**src/rtl/program_loader_pkg.sv**
```systemverilog
// program_loader_pkg: shared state encoding and instruction format for the MiniAlu program loader.
package program_loader_pkg;
  localparam int BYTES_PER_INSTR = 4;
  localparam int OPCODE_W = 4;
  localparam int INSTR_W = OPCODE_W + 24;
  typedef enum logic [2:0] {IDLE, COLLECT, WRITE, CHECK, DONE} loaderState;
endpackage

```
**src/rtl/instr_byte_packer.sv**
```systemverilog
// instr_byte_packer: shifts MSB-first bytes into one instruction word, flagging first and last byte.
module instr_byte_packer
  import program_loader_pkg::*;
(
  input  logic               Clock,
  input  logic               Reset,
  input  logic               iShift,
  input  logic [7:0]         iByte,
  output logic [INSTR_W-1:0] oWord,
  output logic               oFirst,
  output logic               oLast
);
  logic [$clog2(BYTES_PER_INSTR)-1:0] byteCount;
  // The register is only INSTR_W wide, so the unused top nibble of byte 0 falls off the end.
  always_ff @(posedge Clock)
    if (!Reset) begin
      byteCount <= '0;
      oWord <= '0;
    end else if (iShift) begin
      byteCount <= byteCount + 1'b1;
      oWord <= {oWord[INSTR_W-9:0], iByte};
    end
  assign oFirst = byteCount == '0;
  assign oLast = iShift && byteCount == 2'(BYTES_PER_INSTR - 1);
endmodule

```
**src/rtl/program_loader.sv**
```systemverilog
// program_loader: packs a byte stream into program RAM words and holds the CPU in reset until loaded.
// Optional trailing XOR checksum byte when LOADER_CHECKSUM_EN is defined.
module program_loader
  import program_loader_pkg::*;
#(
  parameter int ADDR_W = 8
) (
  input  logic               Clock,
  input  logic               Reset,
  input  logic               iStart,
  input  logic [ADDR_W:0]    iWordCount,
  input  logic [7:0]         iByte,
  input  logic               iByteValid,
  output logic               oByteReady,
  output logic               oWriteEnable,
  output logic [ADDR_W-1:0]  oWriteAddress,
  output logic [INSTR_W-1:0] oWriteData,
  output logic               oCpuReset,
  output logic               oBusy,
  output logic               oDone,
  output logic               oError
);
  loaderState state, nextState;
  logic [ADDR_W:0] wordsLeft;
  logic startOk, shift, first, last;
`ifdef LOADER_CHECKSUM_EN
  localparam loaderState FINAL = CHECK;
  logic [7:0] checksum;
`else
  localparam loaderState FINAL = DONE;
`endif
  assign startOk = iStart && (state == IDLE || state == DONE);
  assign shift = oByteReady && iByteValid && state == COLLECT;
  instr_byte_packer packer (
    .Clock (Clock),
    .Reset (Reset),
    .iShift(shift),
    .iByte (iByte),
    .oWord (oWriteData),
    .oFirst(first),
    .oLast (last)
  );
  always_ff @(posedge Clock)
    if (!Reset) state <= IDLE;
    else state <= nextState;
  always_comb begin
    nextState = state;
`ifdef LOADER_CHECKSUM_EN
    oByteReady = state == COLLECT || state == CHECK;
    if (state == CHECK && iByteValid) nextState = DONE;
`else
    oByteReady = state == COLLECT;
`endif
    if (startOk) nextState = iWordCount == '0 ? FINAL : COLLECT;
    else if (state == COLLECT && last) nextState = WRITE;
    else if (state == WRITE) nextState = wordsLeft == (ADDR_W + 1)'(1) ? FINAL : COLLECT;
  end
  assign oWriteEnable = state == WRITE;
  assign oCpuReset = state != DONE;
  assign oBusy = state == COLLECT || state == WRITE || state == CHECK;
  assign oDone = state == DONE;
  always_ff @(posedge Clock)
    if (!Reset) begin
      oWriteAddress <= '0;
      wordsLeft <= '0;
      oError <= 1'b0;
`ifdef LOADER_CHECKSUM_EN
      checksum <= '0;
`endif
    end else begin
      if (startOk) begin
        oWriteAddress <= '0;
        wordsLeft <= iWordCount;
        oError <= 1'b0;
      end
      if (state == WRITE) begin
        oWriteAddress <= oWriteAddress + ADDR_W'(1);
        wordsLeft <= wordsLeft - (ADDR_W + 1)'(1);
      end
      if (shift && first && iByte[7:OPCODE_W] != '0) oError <= 1'b1;
`ifdef LOADER_CHECKSUM_EN
      if (startOk) checksum <= '0;
      else if (shift) checksum <= checksum ^ iByte;
      if (state == CHECK && iByteValid && iByte != checksum) oError <= 1'b1;
`endif
    end
endmodule

```
**config.mk**
```make
export PLATFORM = sky130hd
export DESIGN_NAME = program_loader
export DESIGN_NICKNAME = d
export VERILOG_FILES = /design/src/rtl/program_loader_pkg.sv /design/src/rtl/instr_byte_packer.sv /design/src/rtl/program_loader.sv
export SDC_FILE = /design/constraint.sdc
export NUM_CORES = 1
export LEC_CHECK = 0
export ABC_AREA = 1
export CAP_MARGIN = 10
export CORE_ASPECT_RATIO = 1.75
export CORE_MARGIN = 2
export CORE_UTILIZATION = 50
export DETAILED_ROUTE_END_ITERATION = 8
export PLACE_DENSITY = 0.78
export SYNTH_ARGS = -nofsm -noshare
export SYNTH_HDL_FRONTEND = slang
export SYNTH_HIERARCHICAL = 1
export SYNTH_SLANG_ARGS = --single-unit
```
**constraint.sdc**
```tcl
create_clock -name Clock -period 3.65 [get_ports Clock]
set_clock_uncertainty 0.15 [all_clocks]
set_input_delay 0.73 -clock Clock [delete_from_list [all_inputs] [get_ports Clock]]
set_output_delay 0.73 -clock Clock [all_outputs]
set_load 0.005 [all_outputs]
```
==> impl_results.md <==
- Port bufs: 62
- Register area: slightly above 1000 um^2
- DRT Wirelength: between 5000 and 6000 um
- Gr usage total: a little over a fifth
- Transition time at the pin with the least slew margin: roughly 0.54 ns
- Synth area leaders: dfxtp_1 41%, nand2_1 15%, nor2_1 14%
- Setup slack after layout: approximately 0.98 ns
- Row count: 34
- Async S/R FF share, synth: 0%
- Register area share after synthesis: between 40% and 50%
- Clock sink count: 51
- Logic pwr share: slightly below 20%
- Most frequent cells after synthesis: 102 x nand2_1, 91 x nor2_1, 57 x inv_1, 51 x dfxtp_1, 18 x o21ai_0
- Worst min path class: register to register
- Post-synth net total: around 410
- NetSw: about 0.34 mW
- Post-Synthesis Cells: 388
- Max IR drop VDD: approximately 0.26 mV
- CP Max Fanout: 13
- Avg Inst Size Synth: roughly 6.5 um^2
- Number of setup buffers added after CTS: 0
- Syn. warnings: 6
- Most common cell in the netlist: nand2_1
- CP startpoint kind: register
- Pin count of the biggest net entering global routing: between 60 and 70
- Area of the die: 5640 um^2
- Final net count: between 400 and 500
- Final hold vios: 0
- CTS HTree Levels: 2
- Area leader, netlist: dfxtp_1
- Violation count after the first detailed-routing iteration: between 100 and 150
- WP data arrival: ~1.8 ns
- Netlist cell types: 24
- Vias in the first global route: ~2300
- Congestion Overflow GR: 0
- # DRC: 0
- Unrepaired setup endpoints after global routing: no
- Crit share post-route: ~73%
- Area Overhead vs Synth: 27.3%
- Fill cells: approximately 460
- Cts bufs inserted: 5
- Setup TNS: 0 ns
- Setup violations, final: 0
- Synth Register Bits: around 50
- Crit path kind: register to output pin
- Leakage: 1.34 nW
- Routability cong.: between 0.9 and 1
- Area occupied by multi-input gates: 1150 um^2
- Top-level I/O count: 63
- Sw frac: between 20% and 30%
- MaxCap Viol Count: 0
- Status: finished, final reports clean
- Initial core utilization: about half
- Final Slew Violations: 0
- First-pass GRT wire length: roughly 9600 um
- Die Span X: ~58 um
- Total number of vias: about 2400
- Worst-Skew Late Latency: between 0.3 and 0.4 ns
- Clk slew on worst S/H paths: roughly 0.10 ns
- Pre-CTS WS: 1.28 ns
- Yosys top cell area share: about two fifths
- Tmin final: 2.67 ns
- P per Cell Area: 370 nW/um^2
- Core area: 4890 um^2
- Cell internal pwr: between 0.8 and 0.9 mW
- Clk root buf: clkbuf_8
- Fmax: ~370 MHz
- TritonCTS clock tree: done
- WL/cell: 11.2 um
- Initial antenna violation count: 0
- Detail Route Antenna Nets: 0
- Worst r2r src: state[1]$_SDFFE_PN0P_
- HPWL Detailed: about 4100 um
- Max_slew headroom: between 60% and 70%
- Worst-case clock buffer depth: 2
- CTS Hold Bufs: 0
- Synthesized cell area: between 2000 and 3000 um^2
- Sequential power share: between 50% and 60%
- Post-CTS sizing: 0
- Primary FF master, synth: dfxtp_1
- Number of iterations in the first detailed-routing pass: 4
- DR vias/cell: between 4 and 5
- Required time of the critical path: roughly 2.8 ns
- Post-synth EDFFs: 0
- Layout cells sized above 1: under 10%
- Ant diodes: 0
- Hold path startpoint: packer/oWord[23]$_SDFFE_PN0P_
- Clock power share: between 20% and 30%
- Chip Height: approximately 100 um
- Setup crit start: state[1]$_SDFFE_PN0P_
- CP Capture Type: output pin
critical path, stage by stage (launching register included):
cell and delay (ns):
dfxtp_1 0.43, nand3_2 0.24, inv_2 0.27, clkdlybuf4s50_1 0.54
power by group through the flow:
stage / sequential (mW) / clock (mW) / combinational [mW]
after floorplan: 0.626 / 0 / 0.138
after global placement: 0.627 / 0 / 0.227
after detailed placement: 0.628 / 0 / 0.231
after CTS: 0.615 / 0.347 / 0.232
after global routing: 0.620 / 0.370 / 0.262
final: 0.615 / 0.340 / 0.230
cell usage in the layout (no fill, tap or decap):
cell type / instances
nor2_2: 1
nand3_1: 17
nand2_2: 2
a211oi_1: 2
nand3_2: 1
a21oi_1: 16
nand2_1: 102
a31oi_1: 2
xnor2_1: 1
nand4_1: 1
o21ai_0: 18
clkinv_4: 1
nor3_1: 1
buf_4: 2
inv_6: 2
inv_2: 3
clkbuf_8: 5
a22oi_1: 1
nor2_1: 90
ha_1: 5
clkinv_1: 1
clkdlybuf4s50_1: 62
a21boi_0: 1
dfxtp_1: 51
inv_1: 57
nor2_4: 2
worst paths after layout:
path / slack (ns) / to / cells past startpoint
worst max-delay path: 0.98 / oWriteEnable / 3
worst min-delay path: 0.33 / packer/oWord[23]$_SDFFE_PN0P_ / 2
worst max register to register: 1.98 / oError$_SDFFE_PN0P_ / 6
worst min register to register: 0.33 / packer/oWord[23]$_SDFFE_PN0P_ / 2
per-layer routing:
layer	part of all wire, %	vias up	track usage [%]
li1	-	1281	-
met1	40	1094	23.0
met2	53	60	36.9
met3	4.9	8	5.17
met4	1.9	0	9.48
met5	0	-	0
state kept, by name, indices dropped and copies added, names as in the netlist:
name / flops
packer/byteCount: 2
oError: 1
oWriteAddress: 8
state: 3
packer/oWord: 28
wordsLeft: 9
layout make-up:
class | instances | area share, %
multi-input combinational | 263 | 36.0
sequential | 51 | 31.9
tap | 54 | 2.11
timing repair buffer | 64 | 19.9
inverter | 61 | 7.15
clock inverter | 3 | 0.821
clock buffer | 5 | 2.15
cell families (layout without fill, tap and decap cells):
family,Yosys count,in the layout,synth area share (%)
buffers and inverters,74,133,13.9
XOR/XNOR,1,1,0.348
adder cells (fa/ha/maj),5,5,2.49
flip-flops,51,51,40.6
AO/OA/AOI/OAI,40,40,8.46
AND/OR/NAND/NOR,217,217,34.2
per-stage QoR:
step	power [mW]	std cells	hold slack, ns	instance area [um^2]	utilization (%)
4_1_cts	1.19	501	0.335	3200	65.4
2_1_floorplan	0.763	388	0.303	2510	-
5_1_grt	1.25	501	0.362	3200	65.4
6_report	1.18	501	0.332	3200	65.4
3_3_place_gp	0.854	493	0.310	3110	63.5
3_5_place_dp	0.859	493	0.320	3110	63.5
Power figures use the tool's default switching activity.
